`src/rtl/shift_seq_ctrl.sv`:
```
`timescale 1ns/1ps
`default_nettype none
// ============================================================================
// Module      : shift_seq_ctrl
// Description : Command sequencer for an external 4-bit universal shift
//               register (load / shift right / shift left / rotate right).
//               Define SHIFT_SEQ_CTRL_ROTATE_EN to support op 11 (rotate).
// Revision    : 1.0 - initial release
// ============================================================================
module shift_seq_ctrl (
  input  logic       clk,
  input  logic       reset,
  input  logic       cmd_valid,
  output logic       cmd_ready,
  input  logic [1:0] cmd_op,
  input  logic [2:0] cmd_count,
  input  logic [3:0] cmd_data,
  input  logic       cmd_fill,
  input  logic [3:0] q_parallel,
  output logic [1:0] sel,
  output logic [3:0] d_parallel,
  output logic       d_right,
  output logic       d_left,
  output logic       done,
  output logic [3:0] result,
  output logic       err
);

  localparam logic [1:0] c_OP_LOAD = 2'b00;
  localparam logic [1:0] c_OP_SHR  = 2'b01;
  localparam logic [1:0] c_OP_SHL  = 2'b10;
  localparam logic [1:0] c_OP_ROTR = 2'b11;

  localparam logic [1:0] c_SEL_HOLD  = 2'b00;
  localparam logic [1:0] c_SEL_RIGHT = 2'b01;
  localparam logic [1:0] c_SEL_LEFT  = 2'b10;
  localparam logic [1:0] c_SEL_LOAD  = 2'b11;

`ifdef SHIFT_SEQ_CTRL_ROTATE_EN
  localparam logic c_ROT_EN = 1'b1;
`else
  localparam logic c_ROT_EN = 1'b0;
`endif

  typedef enum logic [1:0] {
    S_IDLE  = 2'd0,
    S_LOAD  = 2'd1,
    S_SHIFT = 2'd2,
    S_DONE  = 2'd3
  } state_t;

  state_t     r_state;
  logic [2:0] r_cnt;
  logic [1:0] r_sel;
  logic [3:0] r_d_parallel;
  logic       r_d_right;
  logic       r_d_left;
  logic       r_rot;
  logic       r_done;
  logic       r_err;
  logic [3:0] r_result;
  logic       w_accept;

  assign w_accept  = cmd_valid && (r_state == S_IDLE);
  assign cmd_ready = (r_state == S_IDLE);

  always_ff @(posedge clk) begin
    if (reset) begin
      r_state      <= S_IDLE;
      r_cnt        <= 3'd0;
      r_sel        <= c_SEL_HOLD;
      r_d_parallel <= 4'd0;
      r_d_right    <= 1'b0;
      r_d_left     <= 1'b0;
      r_rot        <= 1'b0;
      r_done       <= 1'b0;
      r_err        <= 1'b0;
      r_result     <= 4'd0;
    end else begin
      r_done <= 1'b0;
      r_err  <= 1'b0;
      case (r_state)
        S_IDLE: begin
          r_sel        <= c_SEL_HOLD;
          r_d_parallel <= 4'd0;
          r_d_right    <= 1'b0;
          r_d_left     <= 1'b0;
          r_rot        <= 1'b0;
          if (w_accept) begin
            // Command fields are captured straight into the output registers.
            if (cmd_op == c_OP_LOAD) begin
              r_state      <= S_LOAD;
              r_sel        <= c_SEL_LOAD;
              r_d_parallel <= cmd_data;
            end else if ((cmd_op == c_OP_ROTR) && !c_ROT_EN) begin
              r_err <= 1'b1;
            end else if (cmd_count == 3'd0) begin
              r_state <= S_DONE;
              r_done  <= 1'b1;
            end else begin
              r_state   <= S_SHIFT;
              r_cnt     <= cmd_count;
              r_sel     <= (cmd_op == c_OP_SHL) ? c_SEL_LEFT : c_SEL_RIGHT;
              r_d_right <= (cmd_op == c_OP_SHR) ? cmd_fill : 1'b0;
              r_d_left  <= (cmd_op == c_OP_SHL) ? cmd_fill : 1'b0;
              r_rot     <= (cmd_op == c_OP_ROTR);
            end
          end
        end
        S_LOAD: begin
          r_state      <= S_DONE;
          r_done       <= 1'b1;
          r_sel        <= c_SEL_HOLD;
          r_d_parallel <= 4'd0;
        end
        S_SHIFT: begin
          r_cnt <= r_cnt - 3'd1;
          if (r_cnt == 3'd1) begin
            r_state   <= S_DONE;
            r_done    <= 1'b1;
            r_sel     <= c_SEL_HOLD;
            r_d_right <= 1'b0;
            r_d_left  <= 1'b0;
            r_rot     <= 1'b0;
          end
        end
        S_DONE: begin
          r_result <= q_parallel;
          r_state  <= S_IDLE;
        end
        default: r_state <= S_IDLE;
      endcase
    end
  end

  assign sel        = r_sel;
  assign d_parallel = r_d_parallel;
  // Rotate feeds bit 0 back to bit 3 live, so it must bypass the register.
  assign d_right    = r_rot ? q_parallel[0] : r_d_right;
  assign d_left     = r_d_left;
  assign done       = r_done;
  assign result     = r_result;
  assign err        = r_err;

endmodule
`default_nettype wire
```
`config.mk`:
```
export PLATFORM = sky130hd
export DESIGN_NAME = shift_seq_ctrl
export DESIGN_NICKNAME = d
export VERILOG_FILES = /design/src/rtl/shift_seq_ctrl.sv
export SDC_FILE = /design/constraint.sdc
export NUM_CORES = 1
export LEC_CHECK = 0
export CAP_MARGIN = 20
export CORE_MARGIN = 3
export CORE_UTILIZATION = 51
export CTS_BUF_LIST = sky130_fd_sc_hd__clkbuf_8
export CTS_CLUSTER_DIAMETER = 150
export DETAILED_ROUTE_END_ITERATION = 16
export PLACE_DENSITY = 0.92
export SLEW_MARGIN = 10
export SYNTH_ARGS = -nofsm -noshare
export SYNTH_HDL_FRONTEND = slang
export SYNTH_SLANG_ARGS = --single-unit
export TNS_END_PERCENT = 10
```
`constraint.sdc`:
```
create_clock -name clk -period 3.05 [get_ports clk]
set_input_delay 0.4575 -clock clk [delete_from_list [all_inputs] [get_ports clk]]
set_output_delay 0.4575 -clock clk [all_outputs]
set_load 0.01 [all_outputs]
```
* Word level (Yosys, flattened, before mapping)
Index checks and enable logic that the tools add are counted.
** Operators by class
- Add/subtract/negate cells :: 1
- Equal/unequal tests :: 13
- Mux-type cells :: 43
- Bitwise operators :: 2
- Reduce and logical (&&, ||, !) cells :: 12
** Operators by type and width (count)
- $mux W2 :: 10
- $mux W1 :: 19
- $mux W3 :: 4
- $eq A2 B2 Y1 const B :: 4
- $mux W4 :: 2
- $ne A2 B2 Y1 const B :: 4
- $pmux W2 S4 :: 1
- $pmux W4 S2 :: 1
- $pmux W1 S2 :: 3
- $pmux W2 S3 :: 1
- $pmux W3 S2 :: 1
- $reduce_and A5 Y1 :: 1
- $eq A2 B1 Y1 const B :: 2
- $logic_not A2 Y1 :: 2
- $reduce_and A2 Y1 :: 2
- $reduce_bool A2 Y1 :: 2
- $reduce_or A4 Y1 :: 1
- $eq A3 B1 Y1 const B :: 1
- $logic_not A3 Y1 :: 1
- $ne A3 B3 Y1 const B :: 1
- $pmux W1 S3 :: 1
- $reduce_and A3 Y1 :: 1
- $reduce_bool A3 Y1 :: 1
- $sub A3 B1 Y3 const B :: 1
- other kinds (3) :: 4
** Word-level totals
- Register bits :: 20
- Bits of input ports :: 17
- Output and inout bits :: 15
- Word-level logic and storage cells :: 81

* Depth between registers and ports, before layout
Gate-level depths: netlist (run 1).
- Depth after elaboration :: 7
- Gate-level depth with buffers :: 7
- Gate-level depth less buffers :: 6

* Worst setup path before layout (run 1)
OpenSTA, ideal clock, no wires.
- Kind :: register -> register
- From :: register r_state[0]
- To :: register r_cnt[0]
- Library setup time :: 75 ps
- Data arrival time :: 1538 ps
- Data required time :: 2975 ps
- Setup slack :: 1437 ps
- Cell stages (with the launch flop) :: 8
- Buffers on the path :: 1
- Clock period less this slack :: 1613 ps
- Cell sequence :: dfxtp_1 -> inv_1 -> ha_1 -> buf_4 -> and2_2 -> and2_1 -> a221o_1 -> o22ai_1
** On the way
- Word-level cells in the longest chain between the ends :: 4
- Elaborated cells between the ends (all ways) :: 10
- Those cells by class :: eq/ne (5); mux (1); reduce/logical (4)
** Ends and longest elaborated chain
- from (decl) :: line 52 : state_t r_state;
- from (signal assigned) :: line 69 : r_state <= S_IDLE;
- from (signal assigned) :: line 92 : r_state <= S_LOAD;
- from (signal assigned) :: line 98 : r_state <= S_DONE;
- $logic_not A2 Y1 *
- via cmd_ready :: line 14 : output logic cmd_ready,
- $logic_and A1 B1 Y1 :: line 64 : assign w_accept = cmd_valid && (r_state == S_IDLE);
- $ne A2 B1 Y1 (no source line)
- $reduce_and A5 Y1 (no source line)
- to (signal assigned) :: line 102 : r_cnt <= cmd_count;
- to (signal assigned) :: line 117 : r_cnt <= r_cnt - 3'd1;
- to (decl) :: line 53 : logic [2:0] r_cnt;
The timed path passes the listed nets; every way through them passes the cells marked *.
A chain may end at the register's enable or synchronous reset.

* Worst setup path in the final report (run 1)
- From :: register r_state[0]
- To :: output port cmd_ready
** On the way
- Word-level cells in the longest chain between the ends :: 1
** Ends and longest elaborated chain
- $logic_not A2 Y1 :: line 65 : assign cmd_ready = (r_state == S_IDLE);
- to (decl) :: line 14
Every way passes these cells.

==> impl_results.md, run 1 <==
- Reg clk slew, reported paths: around 0.080 ns
- Placer Congestion: between 0.8 and 0.9
- Number of setup buffers added after CTS: 0
- VDD IR max: roughly 450 uV
- 1st-pass router iterations: 4
- Final TNS setup: 0 ns
- Pins over their slew limit: 0
- Cells after Synth: ~110
- FMAX: 0.467 GHz
- Placed cell count: ~160
- Ranking of synthesized cells by area: dfxtp_1 38%, ha_1 8.7%, mux2i_1 7.9%
- Commonest non-fill, non-tap cell in the layout: clkdlybuf4s50_1
- YS warnings: 0
- Avg Inst Size Synth: just over 9 um2
- Total congestion overflow: 0
- Max-Cap Viols: 0
- DIE WIDTH: 50.6 um
- Vias per Instance: approximately 5.7
- Area of the die: about 2600 um2
- Vias in the first global route: a little over 900
- Arrival time worst endpoint: 1.68 ns
- Area grow syn2layout: 33.9%
- Worst skew pair latency: roughly 0.26 ns
- CTS sink count: 19
- Buffers on Ports: 31
- Initial antenna violation count: 0
- Die Ht: between 50 and 60 um
- Setup slack at placement: ~1 ns
- Slew headroom: about half
- Final ANT Viol Nets: 0
- CTS Root Cell: clkbuf_8
- Pwr Density: a little over 700 nW/um2
- Row Count: 15
- Top cell type's share of synthesized area: approximately 38%
- Sequential-to-total area share from yosys stat: a little under two fifths
- PnR worst setup slack: between 0.9 and 1 ns
- CP required: 2.59 ns
- Hold Crit Class: flop to flop
- R2r startpoint: r_state[0]$_SDFFE_PP0P_
- Final Cell Area: around 1400 um2
- #FFs+latches synth: 19
- Largest family of logic cells by synthesized area: compound AO/OA/AOI/OAI gates
- CP Launch Type: flop
- Crit-path max FO: 10
- Synth unique cells: 34
- Post-synthesis mux area share: 7.91%
- Hold Vio Cnt, Final: 0
- XOR/XNOR Fraction of Synth Area: under 10%
- Cell breakdown of the critical path: inv_1 -> ha_1 -> clkdlybuf4s50_1
- Final setup vio count: 0
- Final Non-Filler Cells: approximately 160
- CP Class: flop to output pin
- Worst path max stage delay: between 0.6 and 0.7 ns
- Total wire length: about 2500 um
- Hold_sp: r_cnt[2]$_SDFFE_PP0P_
- Critical path capture point type: output pin
- Initial core utilization: between 50% and 60%
- Fin nets: ~160
- Post-route core utilization: between 70% and 80%
- Simple-gate area share of the yosys netlist: between 10% and 20%
- Total number of vias: 921
- Clk_skew: 0.00191 ns
- Ant diodes: 0
- Tmin final: about 2.1 ns
- Leak: 0.525 nW
- First-pass GRT wire length: 4150 um
- Hold Worst Slack: between 0.5 and 0.6 ns
- FF-to-FF setup slack: approximately 1.3 ns
- Synth Net Count: 133
- Num CTS Buffers: 3
- Pin count of the biggest net entering global routing: 21
- # resized after CTS: 0
- Unrepaired setup endpoints after global routing: no
- Power Total: 979 uW
- Period utilization: 70.2%
- TritonCTS clock tree: done
- I/O pin count: 32
- Total track usage: about a fifth
- DR iter-0 viols: 26
- Placed cell area: 1310 um2
- Drc violations: 0
- Worst setup path start: r_state[0]$_SDFFE_PP0P_
- Synthesized area: a little over 1000 um2
- Number of hold buffers added after CTS: 0
- Synth Area in Adders: ~8.7%
- Wirelength per Cell: approximately 15 um
- Measured slew at the worst slew-check pin: approximately 0.76 ns
- Slowest CP cell: clkdlybuf4s50_1
- Post-DP HPWL: ~1800 um
- Core ar.: between 1500 and 2000 um2
- Outcome: finished clean
- # H-tree levels: 1
- Area leader, netlist: dfxtp_1
- Share of post-route cells with drive strength above 1: 7.97%
- Max clock buf depth: 2
- Synth Area in Compound Gates: about 20%
- Most frequent cells in the layout: 31 x clkdlybuf4s50_1, 19 x nor2_1, 19 x dfxtp_1
[routing by layer]
metal / track usage, % / share of wire (%)
met5: 0 / 0
met3: 5.64 / 6.6
met2: 35.2 / 48
met4: 6.73 / 0.49
met1: 26.7 / 45
[final cells by class]
class,count,area [um2]
Tap cell,25,31.3
Clock inverter,1,5.00
Sequential cell,19,380
Clock buffer,3,41.3
Fill cell,138,447
Inverter,8,30.0
Multi-Input combinational cell,76,557
Timing Repair Buffer,31,310
[worst max-delay path, delay by kind of cell (launching register included)]
family	cells	cell delay, ns
flops	1	0.36
buf+inv	2	0.71
fa+ha+maj	1	0.35
[cells in the mapped netlist, drive strengths merged]
library cell	count
dfxtp	19
nor2	19
inv	8
mux2i	8
ha	7
a21oi	5
a22oi	4
buf	4
a211oi	3
a32oi	3
a2111oi	2
a31oi	2
and2	2
clkbuf	2
nand2	2
nand2b	2
nor3	2
nor4	2
o21ai	2
a21boi	1
a21o	1
a221o	1
a2bb2oi	1
and3b	1
and4	1
nand3b	1
o221ai	1
o22ai	1
or3	1
xor2	1
[report_power, final]
group          internal (mW)  switching, mW  total (mW)
logic                  0.215          0.254       0.469
registers              0.293         0.0366       0.330
clock network         0.0909         0.0896       0.181
[path summary, 6_finish.rpt]
kind | depth (start not counted) | endpoint
worst max-delay path | 3 | cmd_ready
worst min-delay path | 2 | r_cnt[2]$_SDFFE_PP0P_
worst max register to register | 6 | sel[0]$_SDFFE_PP0P_
worst min register to register | 2 | r_cnt[2]$_SDFFE_PP0P_
[cell families (layout without fill, tap and decap cells)]
family	Yosys count	after routing
and+or+nand+nor	33	33
AOI/OAI and AO/OA	27	27
DFF	19	19
buffers and inverters	14	43
muxes	8	8
adders and majority gates	7	7
xor gates and xnor gates	1	1
[sequential cells by signal (all words and copies together) (netlist names)]
register / flops
r_cnt: 3
done: 1
d_left: 1
d_parallel: 4
r_d_right: 1
r_state: 2
sel: 2
err: 1
result: 4
Note: power is estimated with default switching activity, not from simulation.
==> run 2, diff against run 1 <==
- CORE_UTILIZATION: 51 -> 47
- PLACE_DENSITY: 0.92 -> 0.86
- clock period: 3.05 -> 2 ns (I/O delays scaled with it)
==> run 2 against run 1 <==
Net effect:
- utilization fell by 6.5 points
- via count is 0.65% higher
- critical path depth is the same
- combinational power is 55% higher
- register-to-register slack worse by 0.90 ns
- wire length fell by 3.7%
- worst setup slack worse by 0.81 ns
- hold slack got worse by 0.0016 ns
- non-clock buffer count is 2 higher
- highest routed layer unchanged
==> impl_results.md, run 2 (same netlist as run 1, synthesis figures left out) <==
- PnR worst setup slack: 0.0952 ns (-0.815 ns)
- Final TNS setup: 0 ns (unchanged)
- 1st-pass router iterations: 4 (unchanged)
- FF-to-FF setup slack: 0.35 ns (-0.90 ns)
- Max clock buf depth: 2 (unchanged)
- Hold Path Cell Cnt: 2 (unchanged)
- Share of post-route cells with drive strength above 1: 10.0% (+2.0 points)
- Hold_sp: sel[0]$_SDFFE_PP0P_
- Drc violations: 0 (unchanged)
- Slowest CP cell: clkdlybuf4s50_1
- Commonest non-fill, non-tap cell in the layout: clkdlybuf4s50_1
- Final Non-Filler Cells: 167 (+2.5%)
- Initial antenna violation count: 0 (unchanged)
- TritonCTS clock tree: done
- Setup slack at placement: 0.149 ns (-0.868 ns)
- Placed cell count: 163 (+2.5%)
- Total number of vias: 927 (+0.65%)
- Post-DP HPWL: 1790 um (+0.56%)
- Power Total: 1.49 mW (+52%)
- Unrepaired setup endpoints after global routing: no
- Area of the multi-input gates: 559 um2 (+0.45%)
- FMAX: ~0.52 GHz
- Pins over their slew limit: 0 (unchanged)
- Fin nets: 165 (+1.2%)
- FF-to-FF path depth: 6 (unchanged)
- Hold Vio Cnt, Final: 0 (unchanged)
- Initial core utilization: 50.6% (-5.6 points)
- Post-route core utilization: 68.7% (-6.5 points)
- Final setup vio count: 0 (unchanged)
- Core ar.: 2000 um2 (+11%)
- Total wire length: 2370 um (-3.7%)
- Hold Worst Slack: 0.502 ns (-0.00155 ns)
- Area of the die: 2750 um2 (+7.5%)
- # H-tree levels: 1 (unchanged)
- CTS sink count: 19 (unchanged)
- Period utilization: a little over nine tenths
- Pwr Density: 1090 nW/um2 (+50%)
- VDD IR max: 683 uV (+50%)
- Tmin final: roughly 1.9 ns
- Worst skew pair latency: 0.25 ns (about the same)
- Clk_skew: 0.00266 ns (+0.000746 ns)
- Vias per Instance: 5.55 (-1.8%)
- Fill count: 167 (+21%)
- FF+latch area: 380 um2 (unchanged)
- Number of setup buffers added after CTS: 0 (unchanged)
- Final ANT Viol Nets: 0 (unchanged)
- Worst hold endpoint: sel[0]$_SDFFE_PP0P_
- CP Class: flop to output pin
- R2r startpoint: r_state[1]$_SDFFE_PP0P_
- I/O pin count: 32 (unchanged)
- Pin count of the biggest net entering global routing: 13 (-38%)
- Placer Congestion: 0.794 (-1.1%)
- Row Count: 16 (+1)
- Buffers on Ports: 31 (unchanged)
- Area grow syn2layout: 35.8%
- Number of hold buffers added after CTS: 0 (unchanged)
- CP required: 1.70 ns (-0.89 ns)
- Critical path capture point type: output pin
- Measured slew at the worst slew-check pin: 0.403 ns (-0.352 ns)
- Total congestion overflow: 0 (unchanged)
- Cell breakdown of the critical path: inv_1 -> ha_2 -> clkdlybuf4s50_1
- Outcome: finished clean
- Wirelength per Cell: 14.2 um (-6.0%)
- Slew headroom: 72.4% (+23 points)
- Leak: 0.534 nW (+1.7%)
- CP top delay family: buffers and inverters
- Worst path max stage delay: 0.57 ns (-0.04 ns)
- Arrival time worst endpoint: 1.60 ns (-0.08 ns)
- Hold Crit Class: flop to flop
- Buf/Inv on CP: 2 (unchanged)
- DIE WIDTH: 52.4 um (+3.7%)
- Max-Cap Viols: 0 (unchanged)
- CP Launch Type: flop
- Placed cell area: 1330 um2 (+1.3%)
- First-pass GRT wire length: 3930 um (-5.3%)
- Final Cell Area: 1380 um2 (+1.5%)
- Total track usage: 19.4% (-1.9 points)
- CTS Root Cell: clkbuf_8
- Crit-path max FO: 10 (unchanged)
- Die Ht: 52.4 um (+3.7%)
- Vias in the first global route: 882 (-3.5%)
- Most frequent cells in the layout: 31 x clkdlybuf4s50_1, 19 x nor2_1, 19 x dfxtp_1
- DR iter-0 viols: 20 (-23%)
- Ant diodes: 0 (unchanged)
- Reg clk slew, reported paths: 0.07 ns (about the same)
- FF-to-FF End: d_left$_SDFFE_PP0P_
- Num CTS Buffers: 3 (unchanged)
[run 2: power by group]
| group | leakage [nW] | internal (mW) | switching, mW |
|---|---|---|---|
| Combinational | 0.354 | 0.337 | 0.390 |
| Clock | 0.0255 | 0.138 | 0.123 |
| Sequential | 0.154 | 0.447 | 0.0565 |
[run 2: what timing repair did]
action | in CTS | in global routing
endpoints found under the setup margin | 0 | 1
hold endpoints to repair | 0 | 0
resized for setup | 0 | 1
[run 2: how the worst max path moves through the flow]
stage	start	endpoint	depth (start not counted)
CTS	r_state[1]$_SDFFE_PP0P_	cmd_ready	3
detailed placement	cmd_count[0]	r_cnt[1]$_SDFFE_PP0P_	5
finish	r_state[1]$_SDFFE_PP0P_	cmd_ready	3
global route	r_state[1]$_SDFFE_PP0P_	cmd_ready	3
global placement	cmd_count[0]	r_cnt[1]$_SDFFE_PP0P_	5
floorplan	r_state[0]$_SDFFE_PP0P_	r_cnt[0]$_SDFFE_PP0P_	7
[run 2: layout make-up]
| type | instances | share of cell area (%) |
|---|---|---|
| multi-input cells | 76 | 40.7 |
| flip-flops and latches | 19 | 27.7 |
| repair buffers | 33 | 23.7 |
| clock buffers | 3 | 3.00 |
| well taps | 27 | 2.46 |
| inverters | 8 | 2.18 |
| clock inverters | 1 | 0.364 |
[run 2: routing by layer]
metal,up-vias,routed length [um],GRT usage (%)
li1,450,-,-
met1,435,1030,22.7
met2,38,1170,34.1
met3,4,145,4.56
met4,0,23,6.38
met5,-,0,0
[run 2: worst register-to-register path, cell delays in order (launching register included)]
cell and delay (ns):
dfxtp_1 0.44, inv_1 0.10, ha_2 0.26, and2_2 0.21, and4_2 0.24, a32oi_1 0.22, nor2_1 0.06
